===== src/rtl/psk_pkg.sv =====
`default_nettype none
// ============================================================================
// Module      : psk_pkg
// Description : Shared encodings, phase lookups and state type for the PSK
//               symbol mapper.
// Revision    : 1.0 - initial release
// ============================================================================
package psk_pkg;

    localparam logic IS_BPSK     = 1'b1;
    localparam int   AMP_DEFAULT = 23170;

    typedef enum logic [1:0] {
        ST_IDLE     = 2'd0,
        ST_HOLD     = 2'd1,
        ST_UNDERRUN = 2'd2
    } psk_state_t;

    // QPSK uses a Gray dibit so adjacent phases differ by one bit
    function automatic logic [1:0] phase_inc(input logic is_bpsk, input logic [1:0] bits);
        logic [1:0] inc;
        if (is_bpsk == IS_BPSK) begin
            inc = bits[0] ? 2'd2 : 2'd0;
        end else begin
            case (bits)
                2'b00:   inc = 2'd0;
                2'b01:   inc = 2'd1;
                2'b11:   inc = 2'd2;
                default: inc = 2'd3;
            endcase
        end
        return inc;
    endfunction

    // Returns {i_negative, q_negative}
    function automatic logic [1:0] phase_signs(input logic [1:0] phase);
        logic [1:0] signs;
        case (phase)
            2'd0:    signs = 2'b00;
            2'd1:    signs = 2'b10;
            2'd2:    signs = 2'b11;
            default: signs = 2'b01;
        endcase
        return signs;
    endfunction

endpackage
`default_nettype wire


===== src/rtl/psk_diff_encoder.sv =====
`default_nettype none
// ============================================================================
// Module      : psk_diff_encoder
// Description : 2-bit differential phase accumulator with clear and enable.
// Revision    : 1.0 - initial release
// ============================================================================
module psk_diff_encoder
    import psk_pkg::*;
(
    input  logic       clk,
    input  logic       rst_n,
    input  logic       i_clear,
    input  logic       i_enable,
    input  logic       i_is_bpsk,
    input  logic [1:0] i_bits,
    output logic [1:0] o_phase,
    output logic [1:0] o_phase_next
);

    logic [1:0] r_phase;

    // A clear in the same cycle as an enable references the symbol to phase 0
    assign o_phase_next = (i_clear ? 2'd0 : r_phase) + phase_inc(i_is_bpsk, i_bits);
    assign o_phase      = r_phase;

    always_ff @(posedge clk or negedge rst_n) begin
        if (!rst_n) begin
            r_phase <= 2'd0;
        end else if (i_enable) begin
            r_phase <= o_phase_next;
        end else if (i_clear) begin
            r_phase <= 2'd0;
        end
    end

endmodule
`default_nettype wire


===== src/rtl/psk_symbol_mapper.sv =====
`default_nettype none
// ============================================================================
// Module      : psk_symbol_mapper
// Description : Differential BPSK/QPSK mapper holding each I/Q point for SPS
//               output samples on an AXIS stream.
// Revision    : 1.0 - initial release
// ============================================================================
module psk_symbol_mapper
    import psk_pkg::*;
#(
    parameter int BYTES      = 1,
    parameter int SPS        = 4,
    parameter int IQ_W       = 16,
    parameter int AMP        = AMP_DEFAULT,
    parameter int ZERO_STUFF = 0
) (
    input  logic                 clk,
    input  logic                 rst_n,
    input  logic [BYTES*8-1:0]   in_tdata,
    input  logic                 in_tvalid,
    output logic                 in_tready,
    input  logic                 in_tlast,
    input  logic                 in_tuser,
    output logic [2*IQ_W-1:0]    out_tdata,
    output logic                 out_tvalid,
    input  logic                 out_tready,
    output logic                 out_tlast,
    output logic                 out_tuser,
    output logic                 pkt_active
);

    localparam int                     c_cnt_w    = (SPS > 1) ? $clog2(SPS) : 1;
    localparam logic [c_cnt_w-1:0]     c_last_cnt = c_cnt_w'(SPS - 1);
    localparam logic signed [IQ_W-1:0] c_amp_pos  = IQ_W'(AMP);
    localparam logic signed [IQ_W-1:0] c_amp_neg  = -c_amp_pos;

    logic [1:0]          r_rst_sync;
    logic                w_rst_n;
    psk_state_t          r_state;
    psk_state_t          w_state_next;
    logic [c_cnt_w-1:0]  r_cnt;
    logic                r_last;
    logic                r_user;
    logic                r_pkt;
    logic [2*IQ_W-1:0]   r_point;
    logic [2*IQ_W-1:0]   w_point;
    logic [1:0]          w_phase;
    logic [1:0]          w_phase_next;
    logic [1:0]          w_signs;
    logic                w_valid;
    logic                w_cnt_last;
    logic                w_xfer;
    logic                w_last_xfer;
    logic                w_accept;
    logic                w_end_pkt;
    logic                w_restart;
    logic                w_unused;

    // Reset asserts immediately but releases two clocks after rst_n rises
    always_ff @(posedge clk or negedge rst_n) begin
        if (!rst_n) begin
            r_rst_sync <= 2'b00;
        end else begin
            r_rst_sync <= {r_rst_sync[0], 1'b1};
        end
    end
    assign w_rst_n = r_rst_sync[1];

    assign w_valid     = (r_state == ST_HOLD);
    assign w_cnt_last  = (r_cnt == c_last_cnt);
    assign w_xfer      = w_valid && out_tready;
    assign w_last_xfer = w_xfer && w_cnt_last;
    assign in_tready   = !w_valid || w_last_xfer;
    assign w_accept    = in_tvalid && in_tready;
    assign w_end_pkt   = w_last_xfer && r_last;
    assign w_restart   = (r_state == ST_IDLE) || w_end_pkt;

    psk_diff_encoder u_diff_encoder (
        .clk          (clk),
        .rst_n        (w_rst_n),
        .i_clear      (w_restart),
        .i_enable     (w_accept),
        .i_is_bpsk    (in_tuser),
        .i_bits       (in_tdata[1:0]),
        .o_phase      (w_phase),
        .o_phase_next (w_phase_next)
    );

    assign w_signs = phase_signs(w_phase_next);
    assign w_point = {w_signs[0] ? c_amp_neg : c_amp_pos,
                      w_signs[1] ? c_amp_neg : c_amp_pos};

    always_ff @(posedge clk or negedge w_rst_n) begin
        if (!w_rst_n) begin
            r_state <= ST_IDLE;
        end else begin
            r_state <= w_state_next;
        end
    end

    always_comb begin
        w_state_next = r_state;
        case (r_state)
            ST_HOLD: begin
                if (w_last_xfer) begin
                    if (w_accept)    w_state_next = ST_HOLD;
                    else if (r_last) w_state_next = ST_IDLE;
                    else             w_state_next = ST_UNDERRUN;
                end
            end
            default: begin
                if (w_accept) w_state_next = ST_HOLD;
            end
        endcase
    end

    always_ff @(posedge clk or negedge w_rst_n) begin
        if (!w_rst_n) begin
            r_cnt   <= '0;
            r_last  <= 1'b0;
            r_user  <= IS_BPSK;
            r_pkt   <= 1'b0;
            r_point <= '0;
        end else begin
            if (w_xfer) begin
                r_cnt <= w_cnt_last ? '0 : r_cnt + c_cnt_w'(1);
            end
            if (w_accept) begin
                r_point <= w_point;
                r_last  <= in_tlast;
                r_user  <= in_tuser;
            end
            if (w_accept) begin
                r_pkt <= 1'b1;
            end else if (w_end_pkt) begin
                r_pkt <= 1'b0;
            end
        end
    end

    assign out_tvalid = w_valid;
    assign out_tlast  = r_last && w_cnt_last && w_valid;
    assign out_tuser  = r_user;
    assign pkt_active = r_pkt;
    assign out_tdata  = ((ZERO_STUFF != 0) && (r_cnt != '0)) ? '0 : r_point;

    assign w_unused = &{1'b0, in_tdata[BYTES*8-1:2], w_phase};

endmodule
`default_nettype wire


===== config.mk =====
export PLATFORM = sky130hd
export DESIGN_NAME = psk_symbol_mapper
export DESIGN_NICKNAME = d
export VERILOG_FILES = /design/src/rtl/psk_pkg.sv /design/src/rtl/psk_diff_encoder.sv /design/src/rtl/psk_symbol_mapper.sv
export SDC_FILE = /design/constraint.sdc
export NUM_CORES = 1
export LEC_CHECK = 0
export ABC_AREA = 1
export CORE_MARGIN = 5
export CORE_UTILIZATION = 40
export DETAILED_ROUTE_END_ITERATION = 12
export GPL_TIMING_DRIVEN = 0
export PLACE_DENSITY = 0.85
export SYNTH_ARGS = -nofsm -noshare
export SYNTH_HDL_FRONTEND = slang
export SYNTH_HIERARCHICAL = 1
export SYNTH_SLANG_ARGS = --single-unit

===== constraint.sdc =====
create_clock -name clk -period 1.5 [get_ports clk]
set_input_delay 0.3 -clock clk [delete_from_list [all_inputs] [get_ports clk]]
set_output_delay 0.3 -clock clk [all_outputs]
set_load 0.02 [all_outputs]

== After elaboration in Yosys (flattened, before gate mapping) ==
Index checks and enable logic that the tools add are counted.

* Input port bits: 14
* Latch bits: 0
* Memories kept: 0
* Memory bits (read-only): 0
* Flip-flop bits (word level): 43
* RAM bits: 0
* Output and inout port bits: 37
* Logic and storage cells: 48

* $lt $le $gt $ge: 0
* Multiply operators: 0
* Bitwise gates (word level): 0
* Reductions and logical operators: 15
* Mux-type cells: 16
* Equality and inequality tests: 7
* Div/mod/pow operators: 0
* Shift-type cells: 0
* Add/subtract/negate cells: 2

{| class="wikitable"
|+ Operators by type and width
! cell !! count
|-
| two-way mux 16 bit || 2
|-
| two-way mux 2 bit || 10
|-
| case mux 2 bit (3 select lines) || 2
|-
| equality test 2 x 1 -> 1 bit, second input constant || 3
|-
| equality test 2 bit, second input constant || 3
|-
| logical AND 1 bit || 6
|-
| zero test 2 bit || 3
|-
| nonzero test 2 bit || 2
|-
| adder 2 x 1 -> 2 bit, second input constant || 1
|-
| adder 2 bit || 1
|-
| logical OR 1 bit || 2
|-
| two-way mux 1 bit || 2
|-
| inequality test 2 x 1 -> 1 bit, second input constant || 1
|-
| AND reduction 2 bit || 1
|-
| zero test 1 bit || 1
|}

== Longest topological paths before layout ==
* Word-level depth: 10
* Mapped depth: 16

== Cells and area by module ==
Netlist, hierarchy kept.

{| class="wikitable"
|+ Modules (own cells, without submodules)
! module !! seq. area each (um^2) !! cells each !! times used !! area each (um^2)
|-
| psk_symbol_mapper || 351.6 || 96 || 1 || 840.8
|-
| psk_diff_encoder || 50.0 || 30 || 1 || 177.7
|}

== Worst setup path after synthesis ==
No wires, ideal clock.

* Path kind: register -> register
* Start: reg r_state[1]
* End: reg r_point[15], in the netlist out_tdata[15]
* Arrival time: 2.000 ns
* Stages on the path, launching flop included: 15
* Path slack: -0.566 ns
* Setup time: 0.066 ns
* Data required time: 1.434 ns
* Buffers on the path: 0
* Path through: dfrtp_1 -> inv_1 -> nand2_1 -> nor2_1 -> nand3_1 -> o21ai_0 -> nor2_1 -> ha_1 -> inv_1 -> nand3_1 -> nand3_1 -> nand2_2 -> ha_1 -> nand3b_1 -> nand2_1

* Longest elaborated chain between the ends: 10
* Elaborated cells on any way between the ends: 16
* Classes of those cells: add/sub (1); eq/ne (3); mux (3); reduce/logical (9)

{| class="wikitable"
|+ RTL lines
! what !! line !! text
|-
| start: declaration || psk_symbol_mapper.sv:39 || <nowiki>psk_state_t r_state;</nowiki>
|-
| start signal: assignment || psk_symbol_mapper.sv:97 || <nowiki>r_state <= w_state_next;</nowiki>
|-
| equality test 2 x 1 -> 1 bit || psk_symbol_mapper.sv:69 || <nowiki>assign w_valid = (r_state == ST_HOLD);</nowiki>
|-
| logical AND 1 bit || psk_symbol_mapper.sv:71 || <nowiki>assign w_xfer = w_valid && out_tready;</nowiki>
|-
| logical AND 1 bit || psk_symbol_mapper.sv:72 || <nowiki>assign w_last_xfer = w_xfer && w_cnt_last;</nowiki>
|-
| logical AND 1 bit || psk_symbol_mapper.sv:75 || <nowiki>assign w_end_pkt = w_last_xfer && r_last;</nowiki>
|-
| logical OR 1 bit * || psk_symbol_mapper.sv:76 || <nowiki>assign w_restart = (r_state == ST_IDLE) || w_end_pkt;</nowiki>
|-
| via w_restart || psk_symbol_mapper.sv:56 || <nowiki>logic w_restart;</nowiki>
|-
| two-way mux 2 bit * || n/a ||
|-
| adder 2 bit * || psk_diff_encoder.sv:23 || <nowiki>assign o_phase_next = (i_clear ? 2'd0 : r_phase) + phase_inc(i_is_bpsk, i_bits);</nowiki>
|-
| via w_phase_next[1] || psk_symbol_mapper.sv:48 || <nowiki>logic [1:0] w_phase_next;</nowiki>
|-
| equality test 2 bit (tied with other cells) || psk_pkg.sv:38 || <nowiki>case (phase)</nowiki>
|-
| case mux 2 bit (3 select lines) * || psk_pkg.sv:38 ||
|-
| two-way mux 16 bit * || psk_symbol_mapper.sv:91 || <nowiki>w_signs[1] ? c_amp_neg : c_amp_pos};</nowiki>
|-
| end signal: assignment || psk_symbol_mapper.sv:129 || <nowiki>r_point <= w_point;</nowiki>
|-
| end: declaration || psk_symbol_mapper.sv:45 || <nowiki>logic [2*IQ_W-1:0] r_point;</nowiki>
|}

The timed path passes the listed nets; every way through them passes the cells marked *.
A chain may end at the register's enable or synchronous reset.

== Final worst setup path ==
* Start: reg r_cnt[0]
* End: reg r_point[15], in the netlist out_tdata[15]

* Longest elaborated chain between the ends: 9
* Elaborated cells on any way between the ends: 13
* Classes of those cells: add/sub (1); eq/ne (3); mux (3); reduce/logical (6)

{| class="wikitable"
|+ RTL lines
! what !! line !! text
|-
| start: declaration || psk_symbol_mapper.sv:41 || <nowiki>logic [c_cnt_w-1:0] r_cnt;</nowiki>
|-
| start signal: assignment || psk_symbol_mapper.sv:126 || <nowiki>r_cnt <= w_cnt_last ? '0 : r_cnt + c_cnt_w'(1);</nowiki>
|-
| equality test 2 bit * || psk_symbol_mapper.sv:70 || <nowiki>assign w_cnt_last = (r_cnt == c_last_cnt);</nowiki>
|-
| logical AND 1 bit * || psk_symbol_mapper.sv:72 ||
|-
| logical AND 1 bit * || psk_symbol_mapper.sv:75 ||
|-
| logical OR 1 bit * || psk_symbol_mapper.sv:76 ||
|-
| via w_restart || psk_symbol_mapper.sv:56 ||
|-
| two-way mux 2 bit * || n/a ||
|-
| adder 2 bit * || psk_diff_encoder.sv:23 ||
|-
| via w_phase_next[1] || psk_symbol_mapper.sv:48 ||
|-
| equality test 2 bit (tied with other cells) || psk_pkg.sv:38 ||
|-
| case mux 2 bit (3 select lines) * || psk_pkg.sv:38 ||
|-
| two-way mux 16 bit * || psk_symbol_mapper.sv:91 ||
|}

Marked as above.

==> flow_summary_export.csv <==
group,metric,value,unit
outcome,status,"finished with violations",
outcome,violations,"negative setup slack",
critical_path,max_stage_delay,0.41,ns
critical_path,cp-start-kind,"flip-flop",
clock_tree,tritoncts,"done",
place,portBuffers,41,
clock_tree,cts-root-buf,"clkbuf_4",
yosys,synth_area,1020,um^2
final_layout,nets,207,
critical_path,path_cells,"ha_2, nand3_2, o21ai_2, nor2_2, ha_2, inv_2, nand3_4, nand2_2, nand2_2, nand2_4, ha_4, nand3b_1, nand2_1",
pwr,pwr-share-clk,8.3,%
clock_tree,htree_levels,1,
clock_tree,clock_sink_count,16,
route,dr.first_iter.drc_count,12,
final_layout,area_delta_synth_final,68.4,%
hold_path,hold_class,"in2async",
global_routing,grt_pass1_vias,958,
timing,period_needed,2.03,ns
final_layout,antennaDiodeCount,0,
critical_path,rr_endpoint,"out_tdata[15]",
global_routing,grt_overflow,0,
pwr,power_frac_comb,71.7,%
route,drtAntennaViolNets,0,
floorplanning,dieHeight,60.5,um
route,wl_per_cell,13.4,um
timing,setup_viol,17,
global_routing,grt_use_total,16.1,%
timing,fin_hold_ws,0.141,ns
timing,postLayoutSetupSlackWorst,-0.526,ns
pwr,p_switching,1.59,mW
critical_path,r2r_start,"r_cnt[0]",
floorplanning,pin_count,51,
timing,rsz0062_at_grt,"yes",
critical_path,cp_slowest_cell,"dfrtp_1",
timing,slew_headroom,62.3,%
pwr,p_int,2.07,mW
floorplanning,initial_core_util,41.5,%
route,routed_wl,2.92,mm
critical_path,path_class,"reg2reg",
global_routing,antenna_found_initial,0,
route,drc,0,
timing,finalHoldViolCount,0,
place,place_hpwl,1.88,mm
yosys,synth_cell_types,21,
critical_path,arrival,2.23,ns
clock_tree,clkTransAtPathRegs,0.10,ns
critical_path,endpoint_kind,"flip-flop",
clock_tree,clockBufferDepth,2,
pwr,ir_worst_vdd,1.25,mV
route,via_count,991,
floorplanning,rows,18,
pwr,pwr-share-seq,20.0,%
critical_path,cp_max_fo,3,
yosys,avgSynthCellArea,8.08,um^2
floorplanning,core-area,2450,um^2
critical_path,crit_required,1.70,ns
floorplanning,dieArea,3660,um^2
yosys,synth_cells,126,
clock_tree,clock_latency,0.30,ns
timing,slew_violations,0,
route,routed_via_density,4.55,
floorplanning,fp.dieW,60.5,um
pwr,cellPowerDensity,2140,nW/um^2
critical_path,reg2reg_depth,13,
yosys,ys_ff_latch,16,
timing,worstMarginPinSlew,0.566,ns
timing,min_period_over_period,135,%
yosys,ys_warn_count,6,
final_layout,final_util,69.9,%
final_layout,layout-drive-gt1-share,51.1,%
clock_tree,numCtsBuffers,3,
timing,max_freq,0.494,GHz
timing,finClkSkew,0.00137,ns
global_routing,grt_pass1_wl,4.28,mm
pwr,netSwitchingFraction,43.5,%
critical_path,ff2ff_setup_slack,-0.53,ns
place,globalplace.congestion,0.790,
route,drt_pass1_iterations,4,
clock_tree,hold_buffers,0,
flow_run,drv_cap,0,
global_routing,grt_max_degree,15,
yosys,ys_seq_area_share,39.4,%
pwr,p_leak,0.939,nW
power by group through the flow:
stage | Clock [mW] | Sequential, mW | Combinational [mW]
3_3_place_gp | 0 | 0.739 | 2.20
6_report | 0.306 | 0.732 | 2.63
4_1_cts | 0.305 | 0.726 | 2.40
2_1_floorplan | 0 | 0.811 | 1.30
5_1_grt | 0.335 | 0.763 | 2.80
3_5_place_dp | 0 | 0.752 | 2.27
critical path: cells and delay by family (launching register included):
kind,cells,cell delay (ns)
AO/OA/AOI/OAI,1,0.07
buffers and inverters,1,0.05
adder cells (fa/ha/maj),3,0.72
AND/OR/NAND/NOR,8,0.66
flip-flops,1,0.41
cells by family (layout without fill, tap and decap cells):
group / count (synthesis) / count (layout) / synth area share [%]
AO/OA/AOI/OAI: 7 / 7 / 4.79
adder cells (fa/ha/maj): 4 / 4 / 4.91
buffers and inverters: 45 / 106 / 26.5
flip-flops: 16 / 16 / 39.4
other: 2 / 3 / 0.737
AND/OR/NAND/NOR: 52 / 52 / 23.6
through the flow:
| stage | worst slack [ns] | cells | TNS, ns | total power [mW] | area (um^2) |
|---|---|---|---|---|---|
| floorplan | -0.429 | 127 | -1.69 | 2.11 | 1050 |
| global placement | -0.859 | 198 | -5.20 | 2.93 | 1500 |
| detailed placement | -0.946 | 198 | -6.13 | 3.02 | 1500 |
| CTS | -0.440 | 213 | -8.54 | 3.43 | 1630 |
| global route | -0.651 | 218 | -7.59 | 3.90 | 1720 |
| finish | -0.526 | 218 | -5.92 | 3.67 | 1720 |
cells in the mapped netlist (all sizes together):
| cell | number | area [um^2] |
|---|---|---|
| nand3b | 2 | 15.0 |
| nand3 | 9 | 45.0 |
| buf | 27 | 203 |
| dfstp | 1 | 26.3 |
| o21bai | 1 | 7.51 |
| nor2 | 5 | 26.3 |
| clkbuf | 1 | 3.75 |
| dfrtp | 15 | 375 |
| a21oi | 2 | 10.0 |
| inv | 17 | 63.8 |
| o21ai | 4 | 31.3 |
| nand4 | 1 | 6.26 |
| ha | 4 | 50.1 |
| nor3 | 1 | 5.00 |
| conb | 2 | 7.51 |
| nand2 | 34 | 143 |
placed cells by master, fill, tap and decap left out, types with 4 or more instances in the layout:
cell type,count
buf_6,6
dlygate4sd2_1,6
clkdlybuf4s50_1,14
buf_4,50
inv_2,4
inv_1,11
nand2_2,4
dfrtp_1,12
nand3_1,5
nand2_1,27
layout make-up:
| cell class | instances | area (um^2) |
|---|---|---|
| multi-input combinational | 66 | 458 |
| timing repair buffer | 57 | 500 |
| sequential | 16 | 405 |
| tap | 30 | 37.5 |
| fill | 179 | 739 |
| inverter | 17 | 71.3 |
| buffer | 28 | 206 |
| clock buffer | 4 | 36.3 |
what timing repair did:
item / in CTS / in global routing
setup endpoints to repair: 41 / 33
gates resized for setup: 54 / 44
buffers inserted: 11 / 5
pin swaps: 7 / 10
metal layers:
metal	wire length, um	vias to the layer above	global-route usage [%]
li1	-	484	-
met1	916	453	14.2
met2	1670	45	32.9
met3	263	9	2.98
met4	78	0	9.29
met5	0	-	0
flip-flops by register name, indices dropped and copies added (netlist names):
name	count
pkt_active	1
r_state	2
r_rst_sync	2
out_tdata	5
out_tuser	1
u_diff_encoder/o_phase	2
r_cnt	2
r_last	1
how the worst max path moves through the flow:
stage	startpoint	endpoint	cells past startpoint
after global placement	out_tready	out_tdata[29]	15
final	r_cnt[0]	out_tdata[15]	13
after CTS	r_cnt[1]	out_tdata[29]	14
after detailed placement	out_tready	out_tdata[29]	15
after floorplan	r_state[1]	out_tdata[29]	15
after global routing	r_state[1]	out_tdata[15]	15
Power figures use the tool's default switching activity.
